[src/rtl/branch_predictor.sv]
// branch_predictor: bimodal branch direction predictor.
// A table of 2^IDX_BITS two-bit saturating counters is indexed by PC word
// bits. Prediction is combinational at fetch; training happens at the clock
// edge when a resolved conditional branch is presented. Branch and
// mispredict statistics are kept in saturating counters.
//
// Optional feature macro: BRANCH_PREDICTOR_GSHARE_EN
//   When defined, an IDX_BITS-wide global history register is XORed into
//   both the predict and update indices (gshare). When undefined, the table
//   is indexed by PC bits alone.
//
// FSM: INIT walks every table entry once after reset, writing INIT_STATE;
// RUN serves predictions and updates. o_ready mirrors the FSM state
// (0 = INIT, 1 = RUN), so the state is observable at the port.
//
// Update handshake: i_upd_valid is a single-cycle qualifier with no
// back-pressure. An update is accepted at a clock edge only when the FSM is
// in RUN and i_rst is low; updates presented in INIT are dropped with no
// side effects.

module branch_predictor #(
    parameter int         IDX_BITS   = 6,
    parameter int         DATA_WIDTH = 32,
    parameter logic [1:0] INIT_STATE = 2'b01
) (
    input  logic                  i_clk,
    input  logic                  i_rst,
    input  logic [DATA_WIDTH-1:0] i_pc,
    output logic                  o_pred_take,
    output logic                  o_ready,
    input  logic                  i_upd_valid,
    input  logic [DATA_WIDTH-1:0] i_upd_pc,
    input  logic                  i_upd_take,
    input  logic                  i_upd_pred,
    output logic                  o_mispredict,
    output logic [DATA_WIDTH-1:0] o_br_count,
    output logic [DATA_WIDTH-1:0] o_miss_count
);

    localparam int DEPTH = 1 << IDX_BITS;

    typedef enum logic {
        S_INIT = 1'b0,
        S_RUN  = 1'b1
    } state_t;

    state_t                r_state;
    logic [IDX_BITS-1:0]   r_ptr;
    logic [1:0]            r_table [DEPTH];
    logic                  r_mispredict;
    logic [DATA_WIDTH-1:0] r_br_count;
    logic [DATA_WIDTH-1:0] r_miss_count;

    logic [IDX_BITS-1:0]   w_pred_idx;
    logic [IDX_BITS-1:0]   w_upd_idx;
    logic                  w_upd_accept;
    logic [1:0]            w_upd_old;
    logic [1:0]            w_upd_new;

`ifdef BRANCH_PREDICTOR_GSHARE_EN
    logic [IDX_BITS-1:0]   r_ghr;

    // Global history: shift in each accepted outcome; frozen during INIT.
    always_ff @(posedge i_clk) begin
        if (i_rst) begin
            r_ghr <= '0;
        end else if (w_upd_accept) begin
            r_ghr <= {r_ghr[IDX_BITS-2:0], i_upd_take};
        end
    end

    // Both indices use the history value before this cycle's shift.
    always_comb begin
        w_pred_idx = i_pc[IDX_BITS+1:2] ^ r_ghr;
        w_upd_idx  = i_upd_pc[IDX_BITS+1:2] ^ r_ghr;
    end
`else
    // Plain bimodal indexing on PC word bits.
    always_comb begin
        w_pred_idx = i_pc[IDX_BITS+1:2];
        w_upd_idx  = i_upd_pc[IDX_BITS+1:2];
    end
`endif

    // Saturating increment/decrement of the addressed counter.
    always_comb begin
        w_upd_accept = i_upd_valid && (r_state == S_RUN);
        w_upd_old    = r_table[w_upd_idx];
        w_upd_new    = w_upd_old;
        if (i_upd_take) begin
            if (w_upd_old != 2'b11) begin
                w_upd_new = w_upd_old + 2'b01;
            end
        end else begin
            if (w_upd_old != 2'b00) begin
                w_upd_new = w_upd_old - 2'b01;
            end
        end
    end

    // Control FSM and statistics: INIT sweep, then accept updates in RUN.
    always_ff @(posedge i_clk) begin
        if (i_rst) begin
            r_state      <= S_INIT;
            r_ptr        <= '0;
            r_mispredict <= 1'b0;
            r_br_count   <= '0;
            r_miss_count <= '0;
        end else begin
            r_mispredict <= 1'b0;
            case (r_state)
                S_INIT: begin
                    r_ptr <= r_ptr + 1'b1;
                    if (r_ptr == IDX_BITS'(DEPTH - 1)) begin
                        r_state <= S_RUN;
                    end
                end
                S_RUN: begin
                    if (w_upd_accept) begin
                        if (r_br_count != '1) begin
                            r_br_count <= r_br_count + 1'b1;
                        end
                        if (i_upd_take != i_upd_pred) begin
                            r_mispredict <= 1'b1;
                            if (r_miss_count != '1) begin
                                r_miss_count <= r_miss_count + 1'b1;
                            end
                        end
                    end
                end
                default: begin
                    r_state <= S_INIT;
                end
            endcase
        end
    end

    // Counter table: INIT fills entries in order; RUN applies one update per edge.
    always_ff @(posedge i_clk) begin
        if (!i_rst) begin
            if (r_state == S_INIT) begin
                r_table[r_ptr] <= INIT_STATE;
            end else if (w_upd_accept) begin
                r_table[w_upd_idx] <= w_upd_new;
            end
        end
    end

    // Prediction reads the pre-update table value; forced low until ready.
    always_comb begin
        o_pred_take = (r_state == S_RUN) ? r_table[w_pred_idx][1] : 1'b0;
    end

    assign o_ready      = (r_state == S_RUN);
    assign o_mispredict = r_mispredict;
    assign o_br_count   = r_br_count;
    assign o_miss_count = r_miss_count;

endmodule
[config.mk]
export PLATFORM = sky130hd
export DESIGN_NAME = branch_predictor
export DESIGN_NICKNAME = d
export VERILOG_FILES = /design/src/rtl/branch_predictor.sv
export SDC_FILE = /design/constraint.sdc
export NUM_CORES = 1
export LEC_CHECK = 0
export BUFFER_PORTS_ARGS = -buffer_cell sky130_fd_sc_hd__buf_4
export CORE_ASPECT_RATIO = 1.25
export CORE_MARGIN = 2
export CORE_UTILIZATION = 50
export CTS_BUF_LIST = sky130_fd_sc_hd__clkbuf_4 sky130_fd_sc_hd__clkbuf_8
export DETAILED_ROUTE_END_ITERATION = 10
export PLACE_DENSITY = 0.71
export SETUP_SLACK_MARGIN = 0.02
export SYNTH_ARGS = -nofsm -noshare
export SYNTH_HDL_FRONTEND = slang
export SYNTH_SLANG_ARGS = --single-unit
[constraint.sdc]
create_clock -name i_clk -period 8.2 [get_ports i_clk]
set_input_delay 0.82 -clock i_clk [delete_from_list [all_inputs] [get_ports i_clk]]
set_output_delay 0.82 -clock i_clk [all_outputs]
set_load 0.05 [all_outputs]
==> flow_metrics.tcl <==
set metrics [dict create \
    power_frac_seq 0.596 \
    peakVddDrop_v 0.00008669 \
    synth_flop_cell "edfxtp_1" \
    fin_util 0.5776 \
    path_buf_inv 2 \
    die_area_um2 19760 \
    pin_count 136 \
    final-hold-violation-count 0 \
    pwr-share-comb 0.052 \
    cts_buffers 17 \
    io_buffers 83 \
    grt_max_degree 77 \
    holdBufCountCts 0 \
    leakage_uw 0.003822 \
    fin_area_um2 10490 \
    swShare 0.2445 \
    worst_pin_slew_ps 1093 \
    ys_warn_count 0 \
    grt_first_pass_wirelength_mm 34.21 \
    pwr-share-clk 0.352 \
    avgSynthCellArea_um2 11.76 \
    drt_iter0_drc 592 \
    crit_family "multiplexers" \
    rows 55 \
    hpwlAfterDp_mm 14.54 \
    wl_per_cell_um 19.58 \
    drive_gt1_frac 0.1792 \
    met2_usage 0.3722 \
    fillers 1539 \
    cp_cell_sequence "buf_4, mux4_2, mux4_2, mux2_2, o211a_1, buf_4" \
    post_cts_resized 0 \
    ys_ff_latch 200 \
    synth.top_cell.area_share 0.4123 \
    place_congestion 0.8482 \
    grt_use_met1 0.2929 \
    ys_seq_area_frac 0.5669 \
    grt.overflow.total 0 \
    core_area_um2 18170 \
    drtAntennaViolNets 0 \
    cts_tree "built" \
    synthTopCellsByArea "edfxtp_1 (41%), dfxtp_1 (15%), mux4_2 (6.5%)" \
    htreeDepth 4 \
    slowest_delay_ps 590 \
    fp.dieW_um 126.1 \
    netlist_top_cells_count "nor2_1 (149), edfxtp_1 (128), dfxtp_1 (72), nand2_1 (59), mux2i_1 (42)" \
    cts_root_buf "clkbuf_8" \
    synth_cells 793 \
    placed_cell_area_um2 10100 \
    power.density_nw_per_um2 169.9 \
    synth_edf_count 128 \
    cp.required_ps 7380 \
    groute.usage.overall 0.2235 \
    cts_setup_buffers 0 \
    viasPerCell 5.972 \
    drtPass1Iterations 5 \
    slew-limit-headroom 0.2683 \
    worstPathMaxFanout 16 \
    holdWs_ps 524.3 \
    area_delta_synth_final_pct 12.56 \
    first_global_vias 6359 \
    post-synth-top-count-cell "nor2_1" \
    setup_viol 0 \
    rsz0062_at_grt "no" \
    synth_area_leader_cell "edfxtp_1" \
    drc_errors 0 \
    start_util 0.5132 \
    end_kind "primary output" \
    slowest_stage "mux4_2" \
    holdCritPathClass "reg -> reg" \
    syn_nets 865 \
    max_freq_mhz 269.0 \
    status "complete, no violations" \
    critPathLaunchType "input port" \
    clockBufferDepth 2 \
    synthArstFlopShare 0 \
    worstSkewPairLatency_ps 480 \
    vias 6593 \
    top_usage_layer "met2" \
    synth.distinct_cells 55 \
    totalWireLength_mm 21.62 \
    antenna_found_initial 0 \
    skew_ps 16.56 \
    die_h_um 156.7 \
    internal-power_uw 1347 \
    synthesis.area_um2 9323 \
    fin_crit_ps 3718 \
    power_switching_uw 435.9 \
    nets 935 \
    drv_cap 0 \
    antennaDiodeCount 0 \
    met3_usage 0.05709 \
    criticalPathCategory "in -> out" \
    min_period_over_period 0.4534 \
    tns_ps 0 \
    final-max-slew-violation-count 0 \
    cts.sinks 200 \
    crit_arrival_ps 2900 \
    clk_pin_slew_ps 100 \
]
flip-flops by register name, indices dropped and copies added, names as in the netlist:
signal / count
o_ready: 1
o_miss_count: 32
r_ptr: 6
o_mispredict: 1
o_br_count: 32
r_table: 128
cell families after synthesis:
kind of cell | after synthesis | share of synthesized area
AOI/OAI and AO/OA | 72 | 0.05315
xor gates and xnor gates | 59 | 0.05543
adders and majority gates | 3 | 0.004027
buffers and inverters | 42 | 0.02107
DFF | 200 | 0.5669
muxes | 79 | 0.1305
and+or+nand+nor | 338 | 0.1690
worst min-delay path: cells and delay by family, from the launching register on:
family | cells | cell delay, ps
AO/OA/AOI/OAI | 2 | 140
flip-flops | 1 | 350
placed cells by master (no fill, tap or decap), drive strengths merged, types with 10 or more instances in the layout:
cell type    n
nand3       38
nor2b       10
inv         15
dfxtp       72
or3         10
nand2       59
clkbuf      17
xor2        37
xnor2       22
mux2i       42
a21oi       17
nor2       149
mux4        32
o21ai       15
edfxtp     128
nand4       20
buf         85
a22oi       15
nor3        13
metal layers:
metal,vias to the layer above,wire (um)
met1,3247,8971
met2,253,10630
met3,31,1630
met5,-,10
li1,3060,-
met4,2,374
power groups by stage:
stage | logic, uW | clock network [uW] | registers (uW)
floorplan | 64.6 | 0 | 1080
global placement | 91.5 | 0 | 1090
detailed placement | 92.2 | 0 | 1090
CTS | 92.7 | 640 | 1060
global route | 98.5 | 678 | 1060
finish | 92.7 | 627 | 1060
stage by stage:
stage / cells / setup WS [ps] / total power, uW
floorplan: 793 / 3748 / 1150
global placement: 1072 / 4147 / 1177
detailed placement: 1072 / 4116 / 1178
CTS: 1104 / 4452 / 1795
global route: 1104 / 4377 / 1840
finish: 1104 / 4482 / 1783
final cells by class:
type	count	area [um2]	share of cell area
Clock inverter	15	157.7	0.01502
Multi-Input combinational cell	551	3864	0.3682
Clock buffer	17	234.0	0.02230
Timing Repair Buffer	85	638.1	0.06081
Tap cell	228	285.3	0.02719
Sequential cell	200	5285	0.5036
Inverter	8	30.03	0.002862
worst paths after layout:
path / slack [ps] / cells after the start / end / startpoint
worst min-delay path: 520 / 2 / o_miss_count[23]$_SDFFE_PP0P_ / o_miss_count[23]$_SDFFE_PP0P_
worst max-delay path: 4480 / 6 / o_pred_take / i_pc[2]
worst max register to register: 4770 / 6 / r_table[43][0]$_DFFE_PP_ / o_ready$_SDFF_PP0_
worst min register to register: 520 / 2 / o_miss_count[23]$_SDFFE_PP0P_ / o_miss_count[23]$_SDFFE_PP0P_
No activity file was read; power rests on OpenSTA's default activity.
